==> config.mk <==
export PLATFORM = sky130hd
export DESIGN_NAME = alien_bomb_scheduler
export DESIGN_NICKNAME = d
export VERILOG_FILES = /design/src/rtl/chipinvaders_pkg.sv /design/src/rtl/lfsr16.sv /design/src/rtl/alien_bomb_scheduler.sv
export SDC_FILE = /design/constraint.sdc
export NUM_CORES = 1
export LEC_CHECK = 0
export CORE_ASPECT_RATIO = 0.9
export CORE_MARGIN = 2
export CORE_UTILIZATION = 55
export DETAILED_ROUTE_END_ITERATION = 16
export PLACE_DENSITY = 0.87
export SETUP_SLACK_MARGIN = 0.3
export SKIP_CTS_REPAIR_TIMING = 1
export SLEW_MARGIN = 10
export SYNTH_ARGS = -nofsm -noshare
export SYNTH_HDL_FRONTEND = slang
export SYNTH_HIERARCHICAL = 1
export SYNTH_SLANG_ARGS = --single-unit
==> constraint.sdc <==
create_clock -name clk -period 6.6 [get_ports clk]
set_input_delay 1.32 -clock clk [delete_from_list [all_inputs] [get_ports clk]]
set_output_delay 1.32 -clock clk [all_outputs]
set_load 0.01 [all_outputs]
==> src/rtl/chipinvaders_pkg.sv <==
// Shared types and constants for the chip-invaders game logic.
package chipinvaders_pkg;

    typedef enum logic [1:0] {
        IDLE,
        SCAN,
        OFFER
    } sched_state_t;

    localparam logic [15:0] LFSR_TAPS = 16'hB400;

    // Galois step: shift right, fold taps in when a one falls out
    function automatic logic [15:0] lfsr_next(input logic [15:0] q);
        return q[0] ? ((q >> 1) ^ LFSR_TAPS) : (q >> 1);
    endfunction

endpackage

==> src/rtl/lfsr16.sv <==
// Free-running 16-bit Galois LFSR, reusable for randomised game logic.
module lfsr16
    import chipinvaders_pkg::*;
#(
    parameter logic [15:0] SEED = 16'hACE1
) (
    input  logic        clk,
    input  logic        reset,
    output logic [15:0] q
);

    always_ff @(posedge clk or posedge reset) begin
        if (reset) begin
            q <= SEED;
        end else begin
            q <= lfsr_next(q);
        end
    end

endmodule

==> src/rtl/alien_bomb_scheduler.sv <==
// Chooses when and from which alien the formation drops a bomb, and
// offers the spawn request to the bomb datapath over valid/ready.
module alien_bomb_scheduler
    import chipinvaders_pkg::*;
#(
    parameter int          NUM_ROWS        = 5,
    parameter int          NUM_COLUMNS     = 8,
    parameter int          MAX_BOMBS       = 3,
    parameter int          COOLDOWN_FRAMES = 32,
    parameter logic [15:0] LFSR_SEED       = 16'hACE1
) (
    input  logic                             clk,
    input  logic                             reset,
    input  logic                             frame_tick,
    input  logic                             enable,
    input  logic [NUM_ROWS*NUM_COLUMNS-1:0]  alive_matrix,
    input  logic [MAX_BOMBS-1:0]             bombs_active,
    output logic                             spawn_valid,
    input  logic                             spawn_ready,
    output logic [$clog2(MAX_BOMBS)-1:0]     spawn_slot,
    output logic [$clog2(NUM_COLUMNS)-1:0]   spawn_col,
    output logic [$clog2(NUM_ROWS)-1:0]      spawn_row,
    output logic                             busy
);

    localparam int SW = $clog2(MAX_BOMBS);
    localparam int CW = $clog2(NUM_COLUMNS);
    localparam int RW = $clog2(NUM_ROWS);

    localparam logic [7:0]  CD_RELOAD = 8'(COOLDOWN_FRAMES);
    localparam logic [CW:0] SCAN_LAST = (CW+1)'(NUM_COLUMNS - 1);

    function automatic logic [SW-1:0] free_slot(
        input logic [MAX_BOMBS-1:0] act
    );
        logic [SW-1:0] s;
        s = '0;
        for (int i = MAX_BOMBS - 1; i >= 0; i--) begin
            if (!act[i]) s = SW'(i);
        end
        return s;
    endfunction

    // Highest row index is nearest the player, so the last hit wins
    function automatic logic [RW-1:0] bottom_row(
        input logic [NUM_ROWS-1:0] bits
    );
        logic [RW-1:0] r;
        r = '0;
        for (int i = 0; i < NUM_ROWS; i++) begin
            if (bits[i]) r = RW'(i);
        end
        return r;
    endfunction

    sched_state_t        state;
    logic [7:0]          cooldown;
    logic [SW-1:0]       slot_q;
    logic [CW-1:0]       col_q;
    logic [CW:0]         scan_cnt;
    logic [15:0]         lfsr;
    logic [NUM_ROWS-1:0] col_bits;
    logic                launch_ok;
    logic                lfsr_unused;

    lfsr16 #(
        .SEED (LFSR_SEED)
    ) u_lfsr (
        .clk   (clk),
        .reset (reset),
        .q     (lfsr)
    );

    assign lfsr_unused = ^lfsr[15:CW];

    always_comb begin
        col_bits = '0;
        for (int r = 0; r < NUM_ROWS; r++) begin
            col_bits[r] = alive_matrix[r*NUM_COLUMNS + int'(col_q)];
        end
    end

    assign launch_ok = !(&bombs_active) && (|alive_matrix);

    always_ff @(posedge clk or posedge reset) begin
        if (reset) begin
            state       <= IDLE;
            cooldown    <= CD_RELOAD;
            slot_q      <= '0;
            col_q       <= '0;
            scan_cnt    <= '0;
            spawn_valid <= 1'b0;
            spawn_slot  <= '0;
            spawn_col   <= '0;
            spawn_row   <= '0;
            busy        <= 1'b0;
        end else begin
            unique case (state)
                IDLE: begin
                    if (!enable) begin
                        cooldown <= CD_RELOAD;
                    end else if (cooldown == 8'd0) begin
                        if (launch_ok) begin
                            state    <= SCAN;
                            busy     <= 1'b1;
                            slot_q   <= free_slot(bombs_active);
                            col_q    <= lfsr[CW-1:0];
                            scan_cnt <= '0;
                        end
                    end else if (frame_tick) begin
                        cooldown <= cooldown - 8'd1;
                    end
                end
                SCAN: begin
                    if (!enable) begin
                        state    <= IDLE;
                        busy     <= 1'b0;
                        cooldown <= CD_RELOAD;
                    end else if (|col_bits) begin
                        state       <= OFFER;
                        spawn_valid <= 1'b1;
                        spawn_slot  <= slot_q;
                        spawn_col   <= col_q;
                        spawn_row   <= bottom_row(col_bits);
                    end else begin
                        col_q    <= col_q + CW'(1);
                        scan_cnt <= scan_cnt + (CW+1)'(1);
                        // Formation emptied mid-scan: retry as soon as possible
                        if (scan_cnt == SCAN_LAST) begin
                            state <= IDLE;
                            busy  <= 1'b0;
                        end
                    end
                end
                OFFER: begin
                    if (spawn_ready) begin
                        state       <= IDLE;
                        busy        <= 1'b0;
                        spawn_valid <= 1'b0;
                        cooldown    <= CD_RELOAD;
                    end
                end
                default: begin
                    state <= IDLE;
                    busy  <= 1'b0;
                end
            endcase
        end
    end

endmodule

After elaboration in Yosys (flattened, before gate mapping)
Index checks and enable logic that the tools add are counted.
Operators by class
  add/sub/neg operators: 7
  $lt $le $gt $ge: 5
  equality and inequality tests: 16
  muxes and demuxes: 59
  bitwise operators: 1
  reductions and logical operators: 17
Operators with widths (number)
  two-way mux 8 bit: 5
  OR reduction 40 bit: 1
  binary-select mux 1 bit (select 6 bit): 4
  two-way mux 3 bit: 8
  one-hot mux 8 bit (3 select lines): 1
  two-way mux 2 bit: 10
  two-way mux 4 bit: 5
  two-way mux 1 bit: 19
  two-way mux 16 bit: 1
  != test 2 bit, second input constant: 8
  less-than comparator 6 x 7 -> 1 bit, second input constant: 2
  adder 5 x 3 -> 6 bit, first input constant: 2
  != test 3 bit, second input constant: 4
  AND reduction 6 bit: 2
  AND reduction 5 bit: 2
  zero test 8 bit: 1
  one-hot mux 4 bit (2 select lines): 1
  AND reduction 4 bit: 2
  subtractor 8 x 1 -> 8 bit, second input constant: 1
  adder 6 x 3 -> 7 bit, first input constant: 1
  less-than comparator 3 x 7 -> 1 bit, second input constant: 1
  less-than comparator 5 x 7 -> 1 bit, second input constant: 1
  less-than comparator 7 bit, second input constant: 1
  one-hot mux 2 bit (3 select lines): 1
  other kinds (19): 21
Word-level totals
  bits in registers: 45
  input port bits: 48
  output and inout bits: 10
  word-level logic and storage cells: 116

Logic depth before layout (Yosys ltp)
Gate-level depths: netlist of run 1.
  depth after elaboration: 8
  depth in mapped cells: 9
  gate-level depth less buffers: 8

Modules after synthesis
Netlist of run 1, hierarchy kept.
Modules (own cells, without submodules)
  alien_bomb_scheduler: times used 1, cells each 222, area each 2175.8 um^2, seq. area each 726.9 um^2
  lfsr16: times used 1, cells each 20, area each 440.4 um^2, seq. area each 410.4 um^2

Worst setup path after synthesis of run 1
OpenSTA, ideal clock, no wires.
  path kind: input to register
  start point: in enable
  end point: reg col_q[0]
  library setup time: 0.090 ns
  arrival: 2.913 ns
  required time: 6.510 ns
  path slack: 3.598 ns
  stages on the path: 8
  path buffers: 2
  path through: buf_2 or4b_1 a2111oi_0 o21ai_1 nand2_1 buf_2 nand4_1 o2111ai_1
On the way
  cells in the longest elaborated chain, start to end: 2
  elaborated cells between the ends (all ways): 3
  those cells by class: eq/ne (2); reduce/logical (1)
RTL lines
  from (decl): RTL line alien_bomb_scheduler.sv:15  | input logic enable,
  != test 2 bit (no source line)
  AND reduction 6 bit (no source line) *
  to (signal assigned): RTL line alien_bomb_scheduler.sv:107  | col_q <= lfsr[CW-1:0];
  to (signal assigned): RTL line alien_bomb_scheduler.sv:126  | col_q <= col_q + CW'(1);
  to (decl): RTL line alien_bomb_scheduler.sv:59  | logic [CW-1:0] col_q;
Every way passes the cells marked *; elsewhere a longest branch is shown, timed or not.
A chain may end at the register's enable or synchronous reset.

Final worst setup path of run 1
  start point: in enable
  end point: reg col_q[1]
Same word-level chain as after synthesis.

==> impl.org, run 1 <==
** Run status
- Result of the run :: finished, final reports clean

** Yosys
- Of the synthesized area, sequential elements account for 0.4347.
- Post-synthesis instance area :: 2616 sq um
- Count of distinct cell types in the synthesized netlist :: 58
- Total of warnings raised by yosys :: 6
- Number of enable-type register cells in the synthesized netlist :: 0
- Ys async rst share :: 1.000
- Net Count, Synth :: ~300
- After synthesis, the mean cell area works out to roughly 11 sq um.
- Synth Instances :: roughly 240
- Post-synthesis register bit count :: 45
- Among all flip-flop cells after synthesis, the most frequent one is sky130_fd_sc_hd__dfrtp_1.

** Timing
- For the final routed database, the setup TNS stands at 0 ns.
- Between clock sinks in the finished design, the worst skew comes to about 0.0092 ns.
- RSZ-0062 raised after global routing :: false
- Dividing the final minimum period by the clock period gives 0.5605.
- Counting I/O delays and the setup requirement, the final critical path takes ~3.7 ns.
- Max-slew headroom at the worst pin :: 0.5350
- Count of endpoints failing setup in the final report :: 0
- Final number of max-transition violations :: 0
- Derived from the worst setup path, the maximum achievable clock frequency is about 270 MHz.
- Number of hold violations in the final report :: 0
- Across all hold checks on the routed design, the worst slack comes to between 0.3 and 0.4 ns.
- At the pin with the least slew margin, the transition time is about 0.7 ns.

** Setup path
- Stages on the worst setup path :: 7
- Of all nets on the critical path, the largest fanout is 11.
- The worst register-to-register path has a depth of 8.
- Slowest stage cell on the critical path :: sky130_fd_sc_hd__clkdlybuf4s50_1
- For this run, the slowest stage of the critical path takes ~0.65 ns.
- Walking the worst path, the cells encountered are clkdlybuf4s50_1 -> or4b_1 -> a2111oi_0 -> o21ai_1 -> nand2_1 -> o21a_1 -> a2bb2oi_1.
- In this run the critical register-to-register path is launched from state[1].
- Slack of the worst reg-to-reg path :: approximately 3.5 ns
- Cell class contributing the biggest share of worst-path delay :: compound AO/OA/AOI/OAI gates
- STA puts the critical path data required time at 6.82 ns.
- The endpoint identified for the worst register-to-register timing path is col_q[1].
- Setup crit start kind :: input pin
- The number of buffers and inverters on the critical path is 1.
- Data arrival time of the critical path :: approximately 3.9 ns
- STA classifies the critical path endpoint as a flip-flop.
- The setup path with the least slack is of type input pin to flip-flop.

** Floorplanning
- In this run the count of I/O pins placed on the die edge is 58.
- The die is roughly 77 microns wide.
- The die covers about 5300 sq um.
- DIE HEIGHT :: 69.43 microns
- Floorplan core area :: 4518 sq um
- Starting utilization of the core area :: 0.5791
- The initialized floorplan defines 23 standard-cell rows.

** Final layout
- 0 antenna diodes ended up in the layout.
- Number of filler instances in the final layout :: ~330
- Fraction of final layout cells sized beyond drive strength 1 :: 0.1477
- The area growth from synthesis to layout is 26.54%.
- Final Non-Filler Cells :: between 300 and 400
- Total number of nets in the final design :: between 300 and 400
- Fin area :: between 3000 and 4000 sq um

** Flow run
- The tool flagged a number of max-cap violations equal to 0.

** GRT
- For this run, the total global-route usage over all layers was measured as 0.2298.
- The initial antenna violation count is 0.
- The first global-routing pass estimated ~9900 microns of wire.
- Largest net degree at the start of global routing :: 30
- Vias in the first global route :: roughly 2100
- Overflow left after global routing :: 0

** Hold path
- Startpoint of the tightest hold check path :: u_lfsr/q[3]
- Along the worst hold path, the cell count comes to 0.
- The path with the worst hold slack has its endpoint at u_lfsr/q[2].
- Kind of path behind the tightest hold check :: flip-flop to flip-flop

** Clock network
- CTS tree :: built
- CTS saw 45 sinks.
- Clock buffers created by TritonCTS :: 5
- Clock tree synthesis selected as its root buffer the cell sky130_fd_sc_hd__clkbuf_8.
- After clock tree synthesis, the clock-pin slew on the worst setup and hold paths is about 0.090 ns.
- H-tree Lvls :: 2
- Maximum clock path buffer count :: 2
- The later pin in the worst-skew pair is clocked with a latency of ~0.31 ns.

** Detailed routing
- The detail route stage leaves a number of antenna-violating nets equal to 0.
- Dividing the detail-routed via count by the number of cells gives roughly 6.0.
- Violation count after the first detailed-routing iteration :: roughly 140
- Drt first pass iters :: 4
- In the final routed layout, each cell accounts on average for 16.32 microns.
- Wires add up to 5874 microns.
- The routed layout has around 2200 vias.
- Detailed-route DRC error count :: 0

** Power
- Power per cell area :: around 360 nW/um^2
- Summed over all cells, the static leakage comes to 1.395 nW.
- Of the total power, registers draw 0.354.
- Combinational Power Share :: 0.466
- Largest voltage drop on the vdd net :: about 0.22 mV
- Of the total power, the share spent switching nets is 0.3819.
- Power spent charging and discharging nets :: roughly 0.00046 W
- The internal power of the cells totals around 0.00074 W.
- Part of the power in the clock network :: 0.180

** Placed design
- After legalization and detailed placement, the total HPWL measured ~4500 microns.
- Cell count after placement :: approximately 350
- Routability congestion estimate from global placement :: 0.8422
- In this run the tool buffered the top-level ports with 57 buffer cells.
- In this run the cell area measured after placement is 3194 sq um.
-- cell type report --
type	instances	area (sq um)	share of cell area
repair buffers	58	578.1	0.1746
clock buffers	5	68.82	0.02079
clock inverters	3	47.55	0.01436
multi-input cells	172	1345	0.4063
flip-flops and latches	45	1137	0.3435
inverters	15	56.30	0.01701
well taps	62	77.57	0.02343
-- cell families after synthesis --
kind of cell	synth area share
flops	0.4347
fa+ha+maj	0.03348
simple gates	0.2095
buf+inv	0.05116
xor+xnor	0.01004
mux	0.1459
compound gates	0.1153
-- power by group through the flow --
stage               Combinational [W]  Sequential [W]  Clock (W)
floorplan                    0.000429        0.000401          0
global placement             0.000535        0.000424          0
detailed placement           0.000554        0.000430          0
CTS                          0.000558        0.000425   0.000220
global route                 0.000617        0.000439   0.000233
finish                       0.000560        0.000426   0.000216
-- how the worst max path moves through the flow --
stage                 from        to
floorplan           enable  col_q[0]
global route        enable  col_q[1]
CTS                 enable  col_q[1]
global placement    enable  col_q[1]
finish              enable  col_q[1]
detailed placement  enable  col_q[1]
-- worst reg2reg max path, cell delays in order (launching register included) --
cell and delay (ns):
sky130_fd_sc_hd__dfrtp_1 0.39, sky130_fd_sc_hd__inv_1 0.10, sky130_fd_sc_hd__ha_1 0.46, sky130_fd_sc_hd__clkinv_1 0.40
sky130_fd_sc_hd__a2111oi_0 0.66, sky130_fd_sc_hd__o21ai_1 0.22, sky130_fd_sc_hd__nand2_1 0.34, sky130_fd_sc_hd__o21a_1 0.24
sky130_fd_sc_hd__a2bb2oi_1 0.19
-- layer usage --
layer	wire [microns]	vias up	global-route usage
li1	-	1022	-
met1	2549	1046	0.3113
met2	2973	73	0.3801
met3	270	10	0.03516
met4	80	0	0.07475
met5	0	-	0
-- state kept, by name (all words and copies together), names as in the netlist --
signal       count
busy             1
col_q            3
cooldown         8
scan_cnt         4
slot_q           2
spawn_col        3
spawn_row        3
spawn_slot       2
spawn_valid      1
state            2
u_lfsr/q        16
-- cells in the mapped netlist (all sizes together) (2+ instances only) --
master / instances / share of area
dfrtp: 36 / 0.34
nand2: 16 / 0.023
nand3: 15 / 0.033
inv: 14 / 0.020
mux2: 14 / 0.062
nor2: 13 / 0.019
nor4: 12 / 0.029
o21ai: 11 / 0.021
buf: 9 / 0.028
dfstp: 9 / 0.090
ha: 7 / 0.033
mux4: 7 / 0.069
a21oi: 5 / 0.011
nand2b: 5 / 0.012
nor3: 5 / 0.014
or4: 5 / 0.016
and3: 4 / 0.010
mux2i: 4 / 0.015
nand4: 4 / 0.0096
or3: 4 / 0.0096
nor3b: 3 / 0.0086
o22ai: 3 / 0.0072
xor2: 3 / 0.010
a2111oi: 2 / 0.0067
a211o: 2 / 0.0067
a211oi: 2 / 0.0057
and2: 2 / 0.0057
nor2b: 2 / 0.0048
o2111ai: 2 / 0.0067
o21a: 2 / 0.0057
o21ba: 2 / 0.0077
o31ai: 2 / 0.0057
or4b: 2 / 0.0077
-- layout by cell type (no fill, tap or decap), drive strengths merged, types with 3 or more instances in the layout --
cell type / count
nor4: 12
mux2i: 4
or3: 4
inv: 16
o22ai: 3
nand2b: 5
o21ai: 11
clkdlybuf4s50: 57
xor2: 3
and3: 4
nand2: 16
clkbuf: 5
nor2: 13
mux2: 14
dfstp: 9
nand3: 15
or4: 5
nor3: 5
a21oi: 5
mux4: 7
dfrtp: 36
ha: 7
nand4: 4
nor3b: 3
-- stage by stage --
| step | setup WS [ns] | power, W | utilization |
|---|---|---|---|
| after CTS | 3.014 | 0.001203 | 0.7328 |
| after floorplan | 3.598 | 0.0008305 | - |
| final | 2.901 | 0.001202 | 0.7328 |
| after global routing | 2.832 | 0.001289 | 0.7328 |
| after detailed placement | 2.734 | 0.0009838 | 0.7070 |
| after global placement | 2.819 | 0.0009593 | 0.7070 |
Note: power is estimated with default switching activity, not from simulation.
==> run 2: changes to the inputs <==
--- a/config.mk
+++ b/config.mk
@@ -7,9 +7,9 @@
 export LEC_CHECK = 0
 export CORE_ASPECT_RATIO = 0.9
 export CORE_MARGIN = 2
-export CORE_UTILIZATION = 55
+export CORE_UTILIZATION = 46
 export DETAILED_ROUTE_END_ITERATION = 16
-export PLACE_DENSITY = 0.87
+export PLACE_DENSITY = 0.78
 export SETUP_SLACK_MARGIN = 0.3
 export SKIP_CTS_REPAIR_TIMING = 1
 export SLEW_MARGIN = 10
==> constraint.sdc (replaced) <==
create_clock -name clk -period 3.23 [get_ports clk]
set_input_delay 0.646 -clock clk [delete_from_list [all_inputs] [get_ports clk]]
set_output_delay 0.646 -clock clk [all_outputs]
set_load 0.01 [all_outputs]
==> run 2 against run 1 <==
Against the previous run:
- combinational power is 110% higher
- sequential share of layout area shrank 0.12 points
- design area grew 0.45%
- sequential cell count unchanged
- sequential power grew 100%
- cell count grew 3.1%
- count of clock-buffer cells in the layout did not move
- clock power up 71%
- non-clock buffer count is 3 higher
- critical endpoint unchanged
- largest cell class unchanged
==> impl.org, run 2 (synthesized netlist as in run 1, its figures left out) <==
** Timing
- The number of hold violations in the final report was 0 (unchanged).
- The post-route setup TNS came to 0 ns (unchanged).
- After layout, the minimum clock period comes to approximately 2.7 ns.
- Based on the critical path, the design can be clocked at up to about 370 MHz.
- The number of setup violations in the final report is 0 (unchanged).
- Tightest Pin Transition :: 0.5284 ns (-0.1690 ns)
- The worst-case headroom to the max-slew limit is 0.6386 (+0.1036).
- In the finished design, the share of the clock period the worst path needs comes to 0.8264.
- Final number of max-transition violations :: 0 (unchanged)
- RSZ-0062 raised after global routing :: false
- The clock skew after layout is 0.008722 ns (-0.0004560 ns).
- The hold slack is 0.3602 ns (+0.005046 ns).

** Placed design
- The instance area after placement came to 3227 sq um (+1.0%).
- The placer's final routability congestion estimate was 0.8385 (-0.44%).
- The port buffer count was 57 (unchanged).
- The post-DP HPWL came to 4359 microns (-3.7%).

** Setup path
- The largest individual stage delay along the critical path comes from the cell sky130_fd_sc_hd__clkdlybuf4s50_1.
- Startpoint of the worst setup timing path :: enable
- Critical path, cell by cell :: clkdlybuf4s50_1 -> or4b_1 -> a2111oi_0 -> o21ai_1 -> nand2_2 -> o21a_1 -> a2bb2oi_1
- The data required time of the worst path came to 3.46 ns (-3.36 ns).
- The delay of the slowest critical-path stage came to 0.51 ns (-0.14 ns).
- STA classifies the critical path startpoint as an input pin.
- Data arrival time of the critical path :: 2.90 ns (-1.02 ns)
- The worst reg2reg path depth is 8 (unchanged).
- Reg2Reg Capture Point :: col_q[1]
- The worst register-to-register path begins at cooldown[0].
- The reg-to-reg setup timing slack was 0.62 ns (-2.88 ns).
- Kind of capture point of the worst setup path :: flip-flop
- Largest fanout of any net on the critical path :: 11 (unchanged)
- The critical path is of the input pin to flip-flop type.

** Power
- The switching power was 0.0009234 W (+100%).
- Combinational Power Share :: 0.481 (+0.015)
- The share of power burned in the clock network is 0.155 (-0.025).
- Fraction of power consumed by sequential logic :: 0.364 (+0.010)
- Power per cell area :: 716.1 nW/um^2 (+97%)
- Leak Pwr :: 1.398 nW (+0.27%)
- The total internal power was 0.001458 W (+96%).
- The peak supply drop was 0.3923 mV (+78%).
- The switching fraction of total power was 0.3877 (+0.005800).

** Detailed routing
- The detail-routed via count per cell is 5.679 (-4.9%).
- The total wire length after detailed routing is 5643 microns (-3.9%).
- ANT nets after route :: 0 (unchanged)
- The number of DRC violations after detailed-routing iteration 0 was 95 (-30%).
- Vias after detailed routing :: 2107 (-2.0%)
- The count of unresolved DRC violations after routing came to 0 (unchanged).
- DR WL/cell :: 15.21 microns (-6.8%)
- Drt first pass iters :: 4 (unchanged)

** Floorplanning
- Chip Width :: 83.50 microns (+8.9%)
- The starting density of the core was 0.4676 (-0.1115).
- The floorplan die area came to 6308 sq um (+18%).
- The number of placed I/O pins came to 58 (unchanged).
- The number of core rows is 26 (+13%).
- Floorplan core area :: 5595 sq um (+24%)
- The vertical die dimension came to 75.55 microns (+8.8%).

** Clock network
- The clock-pin transition on the worst setup and hold timing paths is 0.10 ns (about the same).
- Maximum clock path buffer count :: 2 (unchanged)
- TritonCTS built the clock tree.
- The H-tree depth is 2 (unchanged).
- Clock tree root driver cell :: sky130_fd_sc_hd__clkbuf_8
- Sinks on Clock Net :: 45 (unchanged)
- The number of buffers created by CTS is 5 (unchanged).
- Clock latency reported for the late side of the worst-skew pair :: 0.30 ns (about the same)

** Flow run
- Reported max-cap violation count :: 0 (unchanged)

** Final layout
- Register bank with the most flops :: u_lfsr/q
- The diode insertion count for antenna repair came to 0 (unchanged).
- Share of the core filled with cells in the final layout :: 0.5944 (-0.1384)
- The summed area of non-filler cells in the final layout came to 3326 sq um (+0.45%).
- Layout Area Growth over Synthesis :: 27.12%
- The net total in the final layout came to 355 (+0.85%).
- In the final layout, the registers with the most flip-flops are u_lfsr/q: 16 flops, cooldown: 8 flops, scan_cnt: 4 flops.
- Leading cell type in the layout, fill and taps excluded :: sky130_fd_sc_hd__clkdlybuf4s50_1
- The number of flip-flops in the largest register came to 16 (unchanged).
- The top cell types in the final layout, fill and taps aside, are 57 x sky130_fd_sc_hd__clkdlybuf4s50_1, 35 x sky130_fd_sc_hd__dfrtp_1, 15 x sky130_fd_sc_hd__nand2_1, 14 x sky130_fd_sc_hd__inv_1.
- Fraction of final layout cells sized beyond drive strength 1 :: 0.1628 (+0.01514)
- Number of filler instances in the final layout :: 458 (+40%)

** GRT
- The first-pass GRT wire length was 9639 microns (-2.2%).
- The number of global-route vias before repair came to 2080 (+0.096%).
- Overflow left after global routing :: 0 (unchanged)
- Routing usage on met3 :: 0.03250 (-0.002654)
- Global Route Usage Sum :: 0.1883 (-0.04152)
- Met1 usage in global routing :: 0.2465 (-0.06479)
- The routing usage on met2 came to 0.3369 (-0.04320).
- Most heavily used metal layer in global routing :: met2
- Largest net degree at the start of global routing :: 30 (unchanged)
- The initial antenna violation count is 0 (unchanged).

** Hold path
- Kind of path behind the tightest hold check :: flip-flop to flip-flop
- The path with the worst hold slack has its endpoint at u_lfsr/q[3].
- The startpoint identified for the worst hold timing path is u_lfsr/q[4].
- The number of instances on the worst hold path was 0 (unchanged).

** Run status
- The flow ran to the end, and the final reports show no timing, DRC or antenna violations.
run 2: cell type report:
type                    instances  area, sq um  share of cell area
inverters                      15        56.30             0.01693
clock inverters                 3        26.28            0.007901
repair buffers                 61        600.6              0.1806
multi-input cells             172         1348              0.4052
well taps                      70        87.58             0.02634
flip-flops and latches         45         1139              0.3424
clock buffers                   5        68.82             0.02069
run 2: worst max path at each step:
| stage | endpoint | cells after the start | slack, ns |
|---|---|---|---|
| after floorplan | col_q[0] | 8 | 0.90 |
| after global placement | col_q[1] | 7 | 0.29 |
| after detailed placement | col_q[1] | 7 | 0.11 |
| after CTS | col_q[1] | 6 | 0.42 |
| after global routing | col_q[1] | 7 | 0.36 |
| final | col_q[1] | 7 | 0.56 |
run 2: stage by stage:
stage	setup WS (ns)	std cells	power (W)
after floorplan	0.9016	242	0.001697
after global placement	0.2913	363	0.001984
after detailed placement	0.1088	363	0.002019
after CTS	0.4173	371	0.002391
after global routing	0.3629	371	0.002558
final	0.5607	371	0.002382
run 2: per-layer routing:
layer / up-vias / wire length (microns)
met5: - / 0
met2: 48 / 2770
met3: 7 / 234
met4: 0 / 50
met1: 1013 / 2587
li1: 1039 / -
run 2: worst max-delay path: cells and delay by family:
kind	cells	cell delay, ns
buf+inv	1	0.51
compound gates	4	1.04
simple gates	2	0.70
run 2: power groups by stage:
stage | clock, W | sequential, W | combinational [W]
after floorplan | 0 | 0.000820 | 0.000877
after global placement | 0 | 0.000870 | 0.00111
after detailed placement | 0 | 0.000875 | 0.00114
after CTS | 0.000379 | 0.000866 | 0.00115
after global routing | 0.000403 | 0.000897 | 0.00126
final | 0.000370 | 0.000867 | 0.00115
==> run 3: changes to the inputs <==
==> constraint.sdc (replaced) <==
create_clock -name clk -period 2.4 [get_ports clk]
set_input_delay 0.48 -clock clk [delete_from_list [all_inputs] [get_ports clk]]
set_output_delay 0.48 -clock clk [all_outputs]
set_load 0.01 [all_outputs]
==> run 3 against run 2 <==
Against the previous run:
- clock skew is 0.0036 ns lower
- first-iteration DRC count is 93% higher
- cell count grew 12%
- clock power up 23%
- sequential power is 31% higher
- sequential share of layout area fell by 5.4 points
==> impl.org, run 3 (synthesized netlist as in run 1, its figures left out) <==
** Timing
- The clock skew after layout was 0.005150 ns (-0.003572 ns).
- The worst-case headroom to the max-slew limit was 0.6090 (-0.02958).
- The number of slew-limit violations in the final report came to 0 (unchanged).
- The worst-margin pin slew came to 0.5858 ns (+0.05738 ns).
- Post-Route Setup TNS :: 0 ns (unchanged)
- Peak Freq :: approximately 420 MHz
- Final cycle utilization of the critical path :: 0.9977
- Final critical path time including I/O delays and setup :: about 2.4 ns
- Number of hold violations in the final report :: 0 (unchanged)
- RSZ-0062 raised after global routing :: true
- Count of endpoints failing setup in the final report :: 0 (unchanged)

** Clock network
- The H-tree depth came to 2 (unchanged).
- The number of sinks driven by the clock tree was 45 (unchanged).
- Clock latency reported for the late side of the worst-skew pair :: 0.30 ns (about the same)
- The number of buffers created by CTS is 5 (unchanged).
- Clock transition at the register clock pins on the worst setup and hold paths after CTS :: 0.08 ns (-0.02 ns)
- The root buffer cell chosen for the clock tree is sky130_fd_sc_hd__clkbuf_8.
- TritonCTS built the clock tree.
- Maximum clock path buffer count :: 2 (unchanged)

** Detailed routing
- The total wire length after detailed routing was 7290 microns (+29%).
- DR WL/cell :: 17.57 microns (+15%)
- Violation count after the first detailed-routing iteration :: 183 (+93%)
- ANT nets after route :: 0 (unchanged)
- The detail-routed via count per cell came to 5.723 (+0.77%).
- The total number of vias is 2375 (+13%).
- The number of optimization iterations in the first detailed-route pass came to 4 (unchanged).
- Detailed-route DRC error count :: 0 (unchanged)

** GRT
- The first-pass GRT wire length was 10870 microns (+13%).
- Number of antenna violations at the first check in global routing :: 0 (unchanged)
- The total grt overflow is 0 (unchanged).
- The number of global-route vias before repair was 2330 (+12%).
- The largest net degree at the start of global routing was 30 (unchanged).
- The overall routing resource usage came to 0.2169 (+0.02860).

** Setup path
- Critical Setup Path Class :: flip-flop to flip-flop
- In this run the critical register-to-register path is captured at col_q[0].
- The worst reg2reg path depth was 10 (+2).
- Kind of capture point of the worst setup path :: flip-flop
- The peak fanout along the critical path is 6 (-5).
- The arrival time at the worst endpoint is 2.61 ns (-0.29 ns).
- Launching point of the worst reg2reg path :: col_q[0]
- The data required time of the worst path came to 2.62 ns (-0.84 ns).
- Slack of the worst reg-to-reg path :: 0.005 ns (-0.61 ns)
- The worst setup path is launched from a flip-flop.

** Floorplanning
- The width of the die was 83.50 microns (unchanged).
- Floorplan die area :: 6308 sq um (unchanged)
- The number of core rows is 26 (unchanged).
- The starting density of the core was 0.4676 (unchanged).
- The vertical die dimension was 75.55 microns (unchanged).
- Floorplan core area :: 5595 sq um (unchanged)
- Boundary pin count :: 58 (unchanged)

** Final layout
- The area taken by flip-flops and latches was 1139 sq um (unchanged).
- Register bank with the most flops :: u_lfsr/q
- Flip-flop count of the largest register, all copies and words added :: 16 (unchanged)
- From synthesis to final layout, the design area changed by 50.74%.
- Largest registers :: u_lfsr/q: 16 flops, cooldown: 8 flops, scan_cnt: 4 flops
- The fraction of final layout cells sized beyond drive strength 1 is 0.3652 (+0.2024).
- Final Non-Filler Cells :: 415 (+12%)
- Share of the core filled with cells in the final layout :: 0.7048 (+0.1105)
- The diode insertion count for antenna repair came to 0 (unchanged).
- Total number of nets in the final design :: 399 (+12%)
- Multi-input gate area :: 1567 sq um (+16%)
- The fill cell total of the finished layout came to 385 (-16%).
- The library cell used most frequently in the layout, excluding fill and tap cells, is sky130_fd_sc_hd__clkdlybuf4s50_1.
- The top cell types in the final layout, fill and taps aside, are 47 x sky130_fd_sc_hd__clkdlybuf4s50_1, 35 x sky130_fd_sc_hd__dfrtp_1, 35 x sky130_fd_sc_hd__buf_4, 15 x sky130_fd_sc_hd__nand2_1, 12 x sky130_fd_sc_hd__nor2_1.

** Placed design
- The port buffer count was 57 (unchanged).
- The post-DP HPWL came to 5024 microns (+15%).
- The cell total after placement is 392 (+8.0%).
- The placer's final routability congestion estimate came to 0.8810 (+5.1%).

** Power
- The cell leakage power is 1.772 nW (+27%).
- Power per cell area :: 1004 nW/um^2 (+40%)
- Largest voltage drop on the vdd net :: 0.6515 mV (+66%)

** Run status
- Result of the run :: finished, final reports clean

** Hold path
- Kind of path behind the tightest hold check :: flip-flop to flip-flop
- The number of instances on the worst hold path was 0 (unchanged).
- Startpoint of the tightest hold check path :: u_lfsr/q[9]
- The worst hold path terminates at u_lfsr/q[8].

** Flow run
- The number of maximum-capacitance violations is 0 (unchanged).
run 3: cell count changes in the layout (fill, tap and decap cells not counted), moves of 5 or more:
cell and delta:
sky130_fd_sc_hd__buf_6 +10, sky130_fd_sc_hd__mux4_1 -6, sky130_fd_sc_hd__buf_4 +31, sky130_fd_sc_hd__o21ai_0 -9, sky130_fd_sc_hd__dlymetal6s2s_1 +10, sky130_fd_sc_hd__mux2_4 +10, sky130_fd_sc_hd__clkdlybuf4s50_1 -10, sky130_fd_sc_hd__mux4_2 +6
sky130_fd_sc_hd__o21ai_1 +5, sky130_fd_sc_hd__mux2_2 -10
run 3: routing by layer:
layer,wire length [microns],part of all wire,global-route usage,vias up
met2,3547,0.49,0.3763,94
met5,0,0,0,-
li1,-,-,-,1112
met1,3136,0.43,0.2835,1163
met3,539,0.074,0.04767,6
met4,66,0.0091,0.05735,0
run 3: worst max-delay path, stage by stage (launching register included):
cell                        delay (ns)
sky130_fd_sc_hd__dfrtp_1          0.42
sky130_fd_sc_hd__buf_6            0.15
sky130_fd_sc_hd__buf_6            0.13
sky130_fd_sc_hd__mux2_4           0.20
sky130_fd_sc_hd__nor4_2           0.04
sky130_fd_sc_hd__or4_4            0.57
sky130_fd_sc_hd__and2_4           0.19
sky130_fd_sc_hd__buf_12           0.13
sky130_fd_sc_hd__buf_6            0.10
sky130_fd_sc_hd__or3_1            0.29
sky130_fd_sc_hd__o2111ai_1        0.08
run 3: how the worst max path moves through the flow:
stage	to	slack [ns]	cells after the start	start
2_1_floorplan	col_q[2]	0.18	8	col_q[0]
3_3_place_gp	col_q[1]	-0.21	7	alive_matrix[16]
3_5_place_dp	col_q[1]	-0.36	7	alive_matrix[32]
4_1_cts	col_q[1]	-0.05	7	alive_matrix[32]
5_1_grt	state[0]	-0.06	9	col_q[0]
6_report	col_q[0]	0.005	10	col_q[0]
run 3: power breakdown:
| group | internal, W | switching (W) |
|---|---|---|
| Sequential | 0.000956 | 0.000182 |
| Clock | 0.000206 | 0.000248 |
| Combinational | 0.00127 | 0.00110 |
| Total | 0.00243 | 0.00153 |
run 3: layout make-up:
| class | count | area share |
|---|---|---|
| clock buffers | 7 | 0.01935 |
| clock inverters | 1 | 0.001904 |
| inverters | 15 | 0.01428 |
| multi-input cells | 173 | 0.3972 |
| flip-flops and latches | 45 | 0.2887 |
| well taps | 70 | 0.02221 |
| repair buffers | 104 | 0.2563 |
run 3: per-stage QoR:
| stage | area, sq um | hold WS, ns | setup WS (ns) | power, W |
|---|---|---|---|---|
| global route | 3944 | 0.3606 | -0.05696 | 0.004225 |
| finish | 3944 | 0.3517 | 0.005408 | 0.003958 |
| detailed placement | 3491 | 0.3355 | -0.3550 | 0.003050 |
| CTS | 3575 | 0.3543 | -0.05009 | 0.003523 |
| floorplan | 2650 | 0.3312 | 0.1845 | 0.002367 |
| global placement | 3491 | 0.3333 | -0.2052 | 0.002981 |
